$ cat src/rtl/iob_stream_mux.sv
// Registered N-to-1 stream multiplexer with valid/ready handshakes.
// A granted channel stays locked until its last beat is accepted; grants come from sel_i or round-robin.
module iob_stream_mux #(
  parameter int DATA_W = 21,
  parameter int N      = 4,
  parameter int SEL_W  = ($clog2(N) > 0 ? $clog2(N) : 1)
) (
  input  logic                clk_i,
  input  logic                rst_n_i,
  input  logic                cke_i,
  input  logic                mode_i,
  input  logic [SEL_W-1:0]    sel_i,
  input  logic [N-1:0]        in_valid_i,
  input  logic [N*DATA_W-1:0] in_data_i,
  input  logic [N-1:0]        in_last_i,
  output logic [N-1:0]        in_ready_o,
  output logic                out_valid_o,
  output logic [DATA_W-1:0]   out_data_o,
  output logic                out_last_o,
  output logic [SEL_W-1:0]    out_sel_o,
  input  logic                out_ready_i,
  output logic                busy_o
);

  // state  | meaning
  // IDLE   | arbitration cycle, no channel accepted
  // LOCKED | grant_q owns the output until its last beat is accepted
  typedef enum logic {ST_IDLE, ST_LOCKED} state_t;

  state_t              state_q, state_d;
  logic [SEL_W-1:0]    grant_q, grant_d;
  logic [SEL_W-1:0]    ptr_q, ptr_d;
  logic                out_valid_q, out_valid_d;
  logic [DATA_W-1:0]   out_data_q, out_data_d;
  logic                out_last_q, out_last_d;
  logic [SEL_W-1:0]    out_sel_q, out_sel_d;

  logic                rr_found;
  logic [SEL_W-1:0]    rr_pick;
  logic                fix_ok;
  logic                grant_rdy;
  logic                accept;

  // Round-robin search starts just after the channel that last finished a packet.
  always_comb begin
    rr_found = 1'b0;
    rr_pick  = '0;
    for (int k = 1; k <= N; k++) begin
      if (!rr_found && in_valid_i[SEL_W'((int'(ptr_q) + k) % N)]) begin
        rr_found = 1'b1;
        rr_pick  = SEL_W'((int'(ptr_q) + k) % N);
      end
    end
  end

  assign fix_ok    = (int'(sel_i) < N) && in_valid_i[sel_i];
  assign grant_rdy = out_ready_i | ~out_valid_q;

  always_comb begin
    state_d     = state_q;
    grant_d     = grant_q;
    ptr_d       = ptr_q;
    out_valid_d = out_valid_q;
    out_data_d  = out_data_q;
    out_last_d  = out_last_q;
    out_sel_d   = out_sel_q;
    in_ready_o  = '0;
    accept      = 1'b0;

    if (cke_i) begin
      if (out_valid_q && out_ready_i) begin
        out_valid_d = 1'b0;
      end
      case (state_q)
        ST_IDLE: begin
          if (!mode_i) begin
            if (fix_ok) begin
              grant_d = sel_i;
              state_d = ST_LOCKED;
            end
          end else if (rr_found) begin
            grant_d = rr_pick;
            state_d = ST_LOCKED;
          end
        end
        ST_LOCKED: begin
          in_ready_o[grant_q] = grant_rdy;
          accept              = in_valid_i[grant_q] & grant_rdy;
          if (accept) begin
            out_valid_d = 1'b1;
            out_data_d  = in_data_i[int'(grant_q)*DATA_W +: DATA_W];
            out_last_d  = in_last_i[grant_q];
            out_sel_d   = grant_q;
            if (in_last_i[grant_q]) begin
              state_d = ST_IDLE;
              ptr_d   = grant_q;
            end
          end
        end
        default: state_d = ST_IDLE;
      endcase
    end
  end

  always_ff @(posedge clk_i) begin
    if (!rst_n_i) begin
      state_q     <= ST_IDLE;
      grant_q     <= '0;
      ptr_q       <= SEL_W'(N-1);
      out_valid_q <= 1'b0;
      out_data_q  <= '0;
      out_last_q  <= 1'b0;
      out_sel_q   <= '0;
    end else begin
      state_q     <= state_d;
      grant_q     <= grant_d;
      ptr_q       <= ptr_d;
      out_valid_q <= out_valid_d;
      out_data_q  <= out_data_d;
      out_last_q  <= out_last_d;
      out_sel_q   <= out_sel_d;
    end
  end

  assign out_valid_o = out_valid_q;
  assign out_data_o  = out_data_q;
  assign out_last_o  = out_last_q;
  assign out_sel_o   = out_sel_q;
  assign busy_o      = (state_q == ST_LOCKED);

endmodule
$ cat config.mk
export PLATFORM = sky130hd
export DESIGN_NAME = iob_stream_mux
export DESIGN_NICKNAME = d
export VERILOG_FILES = /design/src/rtl/iob_stream_mux.sv
export SDC_FILE = /design/constraint.sdc
export NUM_CORES = 1
export LEC_CHECK = 0
export CELL_PAD_IN_SITES_DETAIL_PLACEMENT = 0
export CELL_PAD_IN_SITES_GLOBAL_PLACEMENT = 1
export CORE_ASPECT_RATIO = 1.75
export CORE_UTILIZATION = 26
export DETAILED_ROUTE_END_ITERATION = 6
export PLACE_DENSITY = 0.89
export SLEW_MARGIN = 20
export SYNTH_ARGS = -nofsm -noshare
export SYNTH_HDL_FRONTEND = slang
export SYNTH_SLANG_ARGS = --single-unit
$ cat constraint.sdc
create_clock -name clk_i -period 2.32 [get_ports clk_i]
set_input_delay 0.232 -clock clk_i [delete_from_list [all_inputs] [get_ports clk_i]]
set_output_delay 0.232 -clock clk_i [all_outputs]
set_load 0.02 [all_outputs]
==> metrics <==
sequential-to-total area share from yosys stat a little under a third; DR WL/cell roughly 15 um; storage element area 602 um2; buffer depth of the longest clock path 2; maximum ir drop on the vdd rail 0.000222 V; fraction of the mapped netlist area in simple logic gates 17.9%; fill cell instance count of the final layout approximately 750; actual transition at the worst max-transition pin about 0.44 ns; CTS-repair resized insts 0; floorplan die height approximately 120 um; reg-to-reg startpoint grant_q[0]; routed via count 2037; cell depth of the worst flop-to-flop path 5; startpoint kind of the worst setup timing path primary input; setup slack of the worst register-to-register path 0.50 ns; number of inserted diodes 0; Hold Vio Cnt, Final 0; standard cell core area 7340 um2; layout net count 429; period utilisation layout roughly nine tenths; vias per cell approximately 5; clk sink count 30; unrepaired setup endpoints after global routing no; DRC errors left 0; Setup-failing EPs final 0; end point of the critical path in_ready_o[2]; initial core utilization 27.2%; most frequent cells after synthesis sky130_fd_sc_hd__nand2_1 (57), sky130_fd_sc_hd__dfxtp_1 (30), sky130_fd_sc_hd__mux4_2 (24); Layout Area Growth over Synthesis 75.0%; final weighted congestion of routability-driven global placement 0.869; Min-Delay Path Class flop to flop; WL final 6.18 mm; Max-slew headroom a little over two thirds; count leader, synth sky130_fd_sc_hd__nand2_1; number of detailed-routing iterations run before antenna repair 4; area used by multi-input combinational logic about 1300 um2; first-pass GRT wire length between 9 and 10 mm; number of nets with antenna violations after routing 0; register bit total from synthesis 30; compound-cell area share of the yosys netlist 15.6%; CP Max Fanout 4; critical path capture point type output port; Final min period 2.13 ns; cell accounting for the most synthesized area sky130_fd_sc_hd__dfxtp_1; Post-CTS Setup Bufs 0; 1st-iter DRT viols 62; portion of synthesized cell area occupied by the leading cell type 30.2%; number of enable flip-flop cells after synthesis 0; multiplexer area fraction after synthesis between 20% and 30%; launching element of the worst setup path out_ready_i; cell count after synthesis 204; antenna violations before repair 0; prevailing post-synth register cell sky130_fd_sc_hd__dfxtp_1; die outline area 8030 um2; Crit path arrival time 1.90 ns; leading post-synthesis cells by cell area sky130_fd_sc_hd__dfxtp_1 (30%), sky130_fd_sc_hd__mux4_2 (27%), sky130_fd_sc_hd__nand2_1 (11%), sky130_fd_sc_hd__a21boi_1 (7.5%), sky130_fd_sc_hd__buf_6 (2.3%); r2r endpoint ptr_q[1]; syn nets a little over 300; number of H-tree branching levels 2; Die X-Extent around 68 um; maximum operating frequency 469 MHz; CTS clk-pin slew, worst paths 0.05 ns; Post-Synth Adder-Cell Area 0%; asr flop ratio synth 0%; clock buffer count from CTS 5; total negative slack 0 ns; power density over the cells 482 nW/um2; pin count of the biggest net entering global routing 30; Post-CTS Hold Buffers 0; Post-DP Area approximately 3300 um2; Post-Synthesis Mean Instance Area 9.76 um2; final number of max-transition violations 0; total non-filler cell area in the finished layout 3490 um2; Cell Chain, Critical Path clkdlybuf4s50_1 -> nand2b_1 -> and3_1 -> nand2_1 -> nor2_1 -> clkdlybuf4s50_1; post-synth design cell area 1990 um2; CP max stage delay roughly 0.6 ns; run status completed; quantity of I/O buffers inserted on ports 128; share of final-layout standard cells stronger than drive strength 1 14.2%; CTS tree yes; number of rows in the core area 41; cell leakage power 1.23 nW; Netlist cell types 36; max-capacitance violation count 0; Clk Latency, worst-skew pair 0.28 ns; number of warnings reported in the yosys synthesis log 0; total routing usage reported by global routing 16.7%; count of pins on the block boundary 129; combinational family with the most area after synthesis multiplexers; critical path's most frequent cell sky130_fd_sc_hd__clkdlybuf4s50_1; Worst Setup Path Type primary input to output port; Synth Area in XOR/XNOR 0%; slowest CP cell sky130_fd_sc_hd__clkdlybuf4s50_1; post-route clock skew 0.00549 ns; vias in the first global route 2203; overflow left after global routing 0; Final HPWL DP 4.97 mm; CTS root buffer sky130_fd_sc_hd__clkbuf_16; CP Data Required Time 2.09 ns
[where the power goes]
part	switching (mW)	leakage [nW]	internal [mW]	total, mW
registers	0.0245	0.243	0.537	0.561
clock network	0.226	0.0729	0.424	0.650
logic	0.163	0.917	0.305	0.468
[metal layers]
metal,part of all wire [%],vias to the layer above,GRT usage [%]
li1,-,994,-
met1,34,957,15.5
met2,58,75,32.5
met3,5.1,11,2.42
met4,2.4,0,7.68
met5,0,-,0
[flip-flops by register name, summed over array words and instances, names as in the netlist]
register	flops
busy_o	1
out_last_o	1
grant_q	2
out_sel_o	2
out_data_o	21
out_valid_o	1
ptr_q	2
[logic make-up after synthesis]
group	Yosys count
DFF	30
AOI/OAI and AO/OA	42
and+or+nand+nor	81
buffers and inverters	22
muxes	29
[how the worst min path moves through the flow]
stage / to / from / depth (start not counted)
after global routing: out_data_o[6] / out_data_o[6] / 2
after global placement: out_data_o[12] / out_data_o[12] / 2
final: out_data_o[6] / out_data_o[6] / 2
after floorplan: grant_q[0] / rst_n_i / 2
after CTS: out_data_o[3] / out_data_o[3] / 2
after detailed placement: out_data_o[3] / out_data_o[3] / 2
[through the flow]
stage	utilization, %	hold slack, ns	cells	power (mW)	setup WS, ns
after global routing	47.5	0.471	417	1.76	0.0681
after detailed placement	45.5	0.447	409	1.05	0.184
final	47.5	0.451	417	1.68	0.190
after CTS	47.5	0.455	417	1.70	0.178
after global placement	45.5	0.441	409	1.04	0.190
after floorplan	-	0.396	204	0.800	0.698
[worst max-delay path: cells and delay by family]
kind                   cells  cell delay [ns]
buffers and inverters      2             1.08
and+or+nand+nor            4             0.58
[cell type report]
type	count	share of cell area (%)
sequential	30	17.3
tap	86	3.09
inverter	4	0.431
clock inverter	2	0.359
timing repair buffer	137	38.7
multi-input combinational	152	36.2
clock buffer	6	3.98
[cell usage in the layout, fill, tap and decap left out]
| cell | count |
|---|---|
| sky130_fd_sc_hd__nand2_2 | 1 |
| sky130_fd_sc_hd__nand2_4 | 1 |
| sky130_fd_sc_hd__o21ai_0 | 2 |
| sky130_fd_sc_hd__and4_4 | 1 |
| sky130_fd_sc_hd__a21oi_1 | 2 |
| sky130_fd_sc_hd__o31ai_1 | 3 |
| sky130_fd_sc_hd__a221oi_1 | 1 |
| sky130_fd_sc_hd__nand3_1 | 1 |
| sky130_fd_sc_hd__mux2i_1 | 3 |
| sky130_fd_sc_hd__clkbuf_16 | 5 |
| sky130_fd_sc_hd__dfxtp_1 | 29 |
| sky130_fd_sc_hd__clkdlybuf4s50_1 | 128 |
| sky130_fd_sc_hd__and3_1 | 2 |
| sky130_fd_sc_hd__buf_4 | 9 |
| sky130_fd_sc_hd__clkbuf_8 | 1 |
| sky130_fd_sc_hd__mux4_2 | 24 |
| sky130_fd_sc_hd__o221ai_1 | 1 |
| sky130_fd_sc_hd__o21a_1 | 1 |
| sky130_fd_sc_hd__nor2_1 | 7 |
| sky130_fd_sc_hd__a21boi_1 | 20 |
| sky130_fd_sc_hd__o211ai_1 | 1 |
| sky130_fd_sc_hd__a21boi_0 | 4 |
| sky130_fd_sc_hd__nand2_1 | 57 |
| sky130_fd_sc_hd__nand2b_1 | 4 |
| sky130_fd_sc_hd__o32ai_1 | 1 |
| sky130_fd_sc_hd__nor2b_1 | 3 |
| sky130_fd_sc_hd__o311a_1 | 1 |
| sky130_fd_sc_hd__a211oi_1 | 1 |
| sky130_fd_sc_hd__clkinv_2 | 1 |
| sky130_fd_sc_hd__a32oi_1 | 1 |
| sky130_fd_sc_hd__mux2_2 | 2 |
| sky130_fd_sc_hd__nand4b_1 | 1 |
| sky130_fd_sc_hd__nor3b_1 | 1 |
| sky130_fd_sc_hd__nor3_1 | 2 |
| sky130_fd_sc_hd__dfxtp_2 | 1 |
| sky130_fd_sc_hd__a31oi_1 | 2 |
| sky130_fd_sc_hd__a41oi_1 | 1 |
| sky130_fd_sc_hd__inv_1 | 4 |
| sky130_fd_sc_hd__clkinvlp_4 | 1 |
Note: power is estimated with default switching activity, not from simulation.
